File: src/rtl/tri_iuq_cpl_ctrl.sv
// Completion-buffer sequencer: ring allocation, finish tracking and
// in-order dual readout of the 2R/2W completion LUTRAM.
module tri_iuq_cpl_ctrl #(
  parameter int AW = 6,
  parameter int DW = 64
) (
  input  logic          nclk,
  input  logic          reset_b,
  input  logic          disp_val0,
  input  logic          disp_val1,
  input  logic [DW-1:0] disp_data0,
  input  logic [DW-1:0] disp_data1,
  output logic          disp_rdy,
  output logic [AW-1:0] disp_itag0,
  output logic [AW-1:0] disp_itag1,
  input  logic          fin_val0,
  input  logic          fin_val1,
  input  logic [AW-1:0] fin_itag0,
  input  logic [AW-1:0] fin_itag1,
  input  logic          flush,
  output logic          arr_we0,
  output logic          arr_we1,
  output logic [AW-1:0] arr_wa0,
  output logic [AW-1:0] arr_wa1,
  output logic [DW-1:0] arr_di0,
  output logic [DW-1:0] arr_di1,
  output logic          arr_re0,
  output logic          arr_re1,
  output logic [AW-1:0] arr_ra0,
  output logic [AW-1:0] arr_ra1,
  input  logic [DW-1:0] arr_do0,
  input  logic [DW-1:0] arr_do1,
  output logic          cp_val0,
  output logic          cp_val1,
  output logic [AW-1:0] cp_itag0,
  output logic [AW-1:0] cp_itag1,
  output logic [DW-1:0] cp_data0,
  output logic [DW-1:0] cp_data1,
  output logic [AW:0]   free_cnt,
  output logic          empty
);

  localparam int ENTRIES = 2 ** AW;

  logic [AW-1:0]      head, tail;
  logic [AW-1:0]      head1, tail1;
  logic [ENTRIES-1:0] valid, fin;
  logic [ENTRIES-1:0] valid_n, fin_n;
  logic [AW:0]        occ, occ_n;
  logic               acc0, acc1, c0, c1;
  logic [1:0]         ndisp, nissue;
  logic [1:0]         s1_val;
  logic [AW-1:0]      s1_itag;

  assign head1 = head + AW'(1);
  assign tail1 = tail + AW'(1);

  assign free_cnt = (AW+1)'(ENTRIES) - occ;
  assign empty    = (occ == '0);
  assign disp_rdy = (free_cnt >= (AW+1)'(2));

  assign disp_itag0 = tail;
  assign disp_itag1 = tail1;

  // reset_b gates the write port so the array sees no writes while held
  assign acc0 = disp_val0 & disp_rdy & ~flush & reset_b;
  assign acc1 = acc0 & disp_val1;

  assign arr_we0 = acc0;
  assign arr_we1 = acc1;
  assign arr_wa0 = tail;
  assign arr_wa1 = tail1;
  assign arr_di0 = disp_data0;
  assign arr_di1 = disp_data1;

  assign c0 = valid[head] & fin[head] & ~flush;
  assign c1 = c0 & valid[head1] & fin[head1];

  assign arr_re0 = c0;
  assign arr_re1 = c1;
  assign arr_ra0 = head;
  assign arr_ra1 = head1;

  assign cp_data0 = arr_do0;
  assign cp_data1 = arr_do1;

  assign ndisp  = {1'b0, acc0} + {1'b0, acc1};
  assign nissue = {1'b0, c0} + {1'b0, c1};
  assign occ_n  = occ + (AW+1)'(ndisp) - (AW+1)'(nissue);

  always_comb begin
    valid_n = valid;
    fin_n   = fin;
    if (fin_val0 && valid[fin_itag0] && !flush)
      fin_n[fin_itag0] = 1'b1;
    if (fin_val1 && valid[fin_itag1] && !flush)
      fin_n[fin_itag1] = 1'b1;
    if (c0) begin
      valid_n[head] = 1'b0;
      fin_n[head]   = 1'b0;
    end
    if (c1) begin
      valid_n[head1] = 1'b0;
      fin_n[head1]   = 1'b0;
    end
    if (acc0) begin
      valid_n[tail] = 1'b1;
      fin_n[tail]   = 1'b0;
    end
    if (acc1) begin
      valid_n[tail1] = 1'b1;
      fin_n[tail1]   = 1'b0;
    end
  end

  always_ff @(posedge nclk or negedge reset_b) begin
    if (!reset_b) begin
      head  <= '0;
      tail  <= '0;
      valid <= '0;
      fin   <= '0;
      occ   <= '0;
    end else if (flush) begin
      head  <= '0;
      tail  <= '0;
      valid <= '0;
      fin   <= '0;
      occ   <= '0;
    end else begin
      head  <= head + AW'(nissue);
      tail  <= tail + AW'(ndisp);
      valid <= valid_n;
      fin   <= fin_n;
      occ   <= occ_n;
    end
  end

  // two-stage pipe lines tags up with the array's latched read data
  always_ff @(posedge nclk or negedge reset_b) begin
    if (!reset_b) begin
      s1_val   <= '0;
      s1_itag  <= '0;
      cp_val0  <= 1'b0;
      cp_val1  <= 1'b0;
      cp_itag0 <= '0;
      cp_itag1 <= '0;
    end else if (flush) begin
      s1_val  <= '0;
      cp_val0 <= 1'b0;
      cp_val1 <= 1'b0;
    end else begin
      s1_val   <= {c1, c0};
      s1_itag  <= head;
      cp_val0  <= s1_val[0];
      cp_val1  <= s1_val[1];
      cp_itag0 <= s1_itag;
      cp_itag1 <= s1_itag + AW'(1);
    end
  end

endmodule

File: config.mk
export PLATFORM = sky130hd
export DESIGN_NAME = tri_iuq_cpl_ctrl
export DESIGN_NICKNAME = d
export VERILOG_FILES = /design/src/rtl/tri_iuq_cpl_ctrl.sv
export SDC_FILE = /design/constraint.sdc
export NUM_CORES = 1
export LEC_CHECK = 0
export CORE_AREA = 4 4 232 234
export CTS_CLUSTER_SIZE = 14
export DETAILED_ROUTE_END_ITERATION = 10
export DIE_AREA = 0 0 236 238
export PLACE_DENSITY = 0.65
export SLEW_MARGIN = 15
export SYNTH_ARGS = -nofsm -noshare
export SYNTH_HDL_FRONTEND = slang
export SYNTH_SLANG_ARGS = --single-unit
File: constraint.sdc
create_clock -name nclk -period 15.65 [get_ports nclk]
set_clock_uncertainty 0.2 [all_clocks]
set_input_delay 3.13 -clock nclk [delete_from_list [all_inputs] [get_ports nclk]]
set_output_delay 3.13 -clock nclk [all_outputs]
set_load 0.005 [all_outputs]
# After elaboration in Yosys (flattened, before gate mapping)
# Index checks and enable logic that the tools add are counted.
# word_totals
reg_bits	169
inputBits	275
ram_bits	0
out_inout_bits	319
mem_bits_ro	0
latchBits	0
mem_count	0
# classes
mux	42
n_addsub	10
n_eq_ne	0
n_mul	0
order_cmp	13
div_mod_pow	0
n_bitwise	23
shifts	0
reduce_logical	12
# op_table
op	count
$mux W64	12
$and A64 B64 Y64	6
$not A64 Y64	4
$or A64 B64 Y64	4
$lt A6 B7 Y1 const B	6
$bmux W1 S6	6
$demux W1 S6	6
$ge A6 B1 Y1 const B	6
$add A6 B1 Y6 const B	3
$mux W1	14
$add A6 B2 Y6	2
$mux W6	2
$logic_and A1 B1 Y1	10
$and A1 B1 Y1	8
$add A7 B2 Y7	1
$ge A7 B2 Y1 const B	1
$logic_not A7 Y1	1
$mux W7	1
$sub A7 B2 Y7	1
$sub A7 B7 Y7 const A	1
$add A1 B1 Y2	2
$mux W2	1
$logic_not A1 Y1	1
$not A1 Y1	1

# Logic depth before layout (Yosys ltp)
# logic_depth
ltp_word	17
mapped_depth	25
ltp_nobuf	20

# Least setup slack after synthesis
# Ideal clock, no wire load.
# synth_timing
kind	in2out
startpoint	input port flush
endpoint	output port arr_re0
stages	4
path_buffers	3
arrival_time_ns	4.071
slack_ns	8.249
cell_sequence	clkbuf_1 -> clkbuf_1 -> clkbuf_1 -> nor2_1
# synth_via
elab_chain_cells	2
# synth_rtl
element	line_no	text
from (decl)	20	input logic flush,
$not A1 Y1	76	assign c0 = valid[head] & fin[head] & ~flush;
$and A1 B1 Y1	76	
to (decl)	27	output logic arr_re0,
# Every way passes these cells.

# Worst setup path after layout
# layout_timing
startpoint	register head[0], in the netlist arr_ra0[0]
endpoint	output port arr_re1
# layout_via
elab_chain_cells	6
# layout_rtl
element	line_no	text
from (decl)	45	logic [AW-1:0] head, tail;
from (signal assigned)	130	head <= head + AW'(nissue);
branches (longest 5 deep; another with $add A6 B1 Y6)	--	
$and A1 B1 Y1 (*)	77	assign c1 = c0 & valid[head1] & fin[head1];
to (decl)	28	output logic arr_re1,
# Every way passes the cells marked *. The select of a mux whose other input is x is not followed.

==> impl_metrics.ini <==
[pwr]
power_frac_comb = 0.190
p_int_uw = 779.2
power_density_nw_per_um2 = 72.42
power.switching_uw = 373.4
pwr-share-seq = 0.395
p_clk_frac = 0.415
finalPower_mw = 1.153
switching_share = 0.3239
ir_drop_uv = 72.88
p_leak_nw = 5.546

[timing]
setup_slack_ps = 6278
finalSetupTns_ps = 0
period_needed_ps = 9372
slew_headroom = 0.1497
tightest_slew_ps = 1272
maxSlewViolCount = 0
setup_viol = 0
rsz0062_at_grt = false
hold_violations = 0
hold_slack_ps = 281.1
min_period_over_period = 0.5989
clock.fmax_ghz = 0.1067

[synth]
synth_nets = 2182
synth_cell_types = 84
synth_top_area_cell = dfrtp_1
yosys.area.top_type_share = 0.2652
syn-instance-count = 1883
synth_area_per_cell_um2 = 8.468
synth_ff_type = dfrtp_1
synth-edff-count = 0
yosys-top-cells-area = dfrtp_1 27%, buf_4 13%, a221oi_1 3.4%
ys_warn_count = 0
postSynth.asyncResetShare = 1.000
synth-seq-area-share = 0.2652
netlist_area_um2 = 15950
ys_seq_elements = 169

[critical_path]
end_kind = output pin
path_class = reg2out
critPathArrivalTime_ps = 6040
crit_slowest_cell = a2111oi_1
cp.required_ps = 12320
worstPathMaxFanout = 45
startpoint_type = register
slowest_delay_ps = 1180
crit_chain = ha_1 > xnor2_2 > buf_4 > inv_2 > nor3_1 > o32a_1 > nor4bb_1 > o22ai_1 > a2111oi_1 > clkdlybuf4s50_1
reg2reg_depth = 20

[outcome]
status = finished, final reports clean

[place]
dpl.cell_count = 2282
placed_area_um2 = 15280
place_ws_ps = 6668
place.gp.congestion = 1.045
port_buffers = 81
dp.final_hpwl_um = 59860

[finish]
fillCellCount = 5503
fin_cells = 2315
nNetsFinal = 1912
drive_gt1_frac = 0.1144
seq_area_um2 = 4235
areaGrowthSynthToFinish_pct = -0.1806
final_util = 0.3059
multi_input_area_um2 = 8864
postLayoutCellArea_um2 = 15920

[clock_tree]
root_buffer = clkbuf_16
tritoncts = done
postCtsSetupBuffers = 0
h-tree-depth = 4
hold_buffers = 0
post_cts_resized = 0
clk_path_buf_depth = 2
cts_num_sinks = 169
cts.clk_slew.worst_paths_ps = 80
clock_latency_ps = 480
cts_inserted_buffers = 17

[detailed_routing]
drt-initial-drc-count = 2612
drc = 0
postRouteAntennaNets = 0
routed_wl_um = 82170
vias = 15970
viasPerCell = 6.898
wl_per_cell_um = 35.50
dr.pass1.iters = 6

[die]
die_w_um = 236
die_y_um = 238
initial_core_util = 0.3065
io_pins = 594
core_region_area_um2 = 52020
std_cell_rows = 84
die_area_um2 = 56170

[grt]
grt_pass1_vias = 15210
grt_max_degree = 99
grt_pass1_wl_um = 115800
grt_antenna_before_repair = 0
grt_use_total = 0.2807
grt_overflow = 0

[worst_hold_path]
hold_path.class = reg2reg
min_delay_path_depth = 1

[flow_run]
cap_violations = 0
==> critical path, delay by kind of cell, from the launching register on <==
kind                     cells  cell delay (ps)
XOR/XNOR                     1               80
buffers and inverters        3             1730
adder cells (fa/ha/maj)      1              420
flip-flops                   1              770
AND/OR/NAND/NOR              2              610
AO/OA/AOI/OAI                3             1860
==> layer usage <==
layer / routed length [um] / global-route usage / vias to the layer above
li1: - / - / 6324
met4: 5476 / 0.1491 / 0
met3: 11950 / 0.1114 / 361
met5: 0 / 0 / -
met2: 33300 / 0.3992 / 1425
met1: 31450 / 0.3658 / 7860
==> power groups by stage <==
stage	Clock, mW	Sequential (mW)	Combinational [mW]
final	0.479	0.455	0.219
after global routing	0.495	0.456	0.237
after CTS	0.480	0.455	0.216
after detailed placement	0	0.463	0.214
after global placement	0	0.463	0.211
after floorplan	0	0.459	0.178
==> worst paths after layout <==
kind | endpoint | startpoint | slack, ps
min reg2reg | cp_val1 | s1_val[1] | 280
max in group asynchronous | valid[5] | reset_b | 11610
max | arr_re1 | arr_ra0[0] | 6280
min in group asynchronous | cp_itag0[5] | reset_b | 2350
max reg2reg | occ[6] | arr_ra0[0] | 8110
min | cp_val1 | s1_val[1] | 280
==> final cells by class <==
cell class / instances / area share
diodes: 1 / 0.0001572
multi-input cells: 1243 / 0.5569
flip-flops and latches: 169 / 0.2661
clock inverters: 15 / 0.01250
clock buffers: 17 / 0.02673
repair buffers: 120 / 0.06894
inverters: 62 / 0.01462
well taps: 688 / 0.05408
==> cells in the final DEF (no fill, tap or decap), drive strengths merged, types with 10 or more instances in the layout <==
cell type / n
nor4bb: 20
a221oi: 61
or3: 10
clkbuf: 17
clkdlybuf4s50: 78
mux2: 36
nor3: 59
a22oi: 41
and2: 27
a211oi: 29
ha: 20
a31o: 21
nand3: 55
o311ai: 17
nand2: 121
xor2: 11
xnor2: 17
mux4: 13
nand2b: 17
o22ai: 40
nor4b: 29
nor2: 98
nand4: 18
a31oi: 25
o41ai: 21
and3: 14
o31ai: 49
o21ai: 53
dfrtp: 169
nor2b: 25
inv: 66
nor4: 41
o211ai: 12
mux2i: 50
buf: 42
nand3b: 15
a21oi: 54
==> synthesized netlist by cell type (all sizes together) (13+ instances only) <==
cell    number
nor2        98
a22oi       41
nor4b       29
a211oi      29
nand2      121
mux2        36
mux4        13
mux2i       50
nand2b      17
clkbuf      59
ha          20
nand3       55
o41ai       21
nand3b      15
and3        14
o22ai       40
and2        27
a31o        21
a221oi      61
nand4       18
o21ai       53
nor2b       25
inv         58
dfrtp      169
nor4        41
o31ai       49
a21oi       54
o311ai      17
a31oi       25
nor3        59
nor4bb      20
xnor2       17
buf        350
==> sequential cells by signal, summed over array words and instances (netlist names) <==
name / cells
cp_itag1: 6
occ: 7
cp_val0: 1
cp_val1: 1
fin: 64
arr_ra0: 6
s1_itag: 6
s1_val: 2
arr_wa0: 6
valid: 64
cp_itag0: 6
==> logic make-up after synthesis <==
logic type               Yosys count  synth area share
flip-flops                       169            0.2652
adder cells (fa/ha/maj)           24           0.02072
multiplexers                      99           0.07517
AND/OR/NAND/NOR                  582            0.2006
AO/OA/AOI/OAI                    510            0.2390
buffers and inverters            471            0.1829
XOR/XNOR                          28           0.01632
Note: power is estimated with default switching activity, not from simulation.
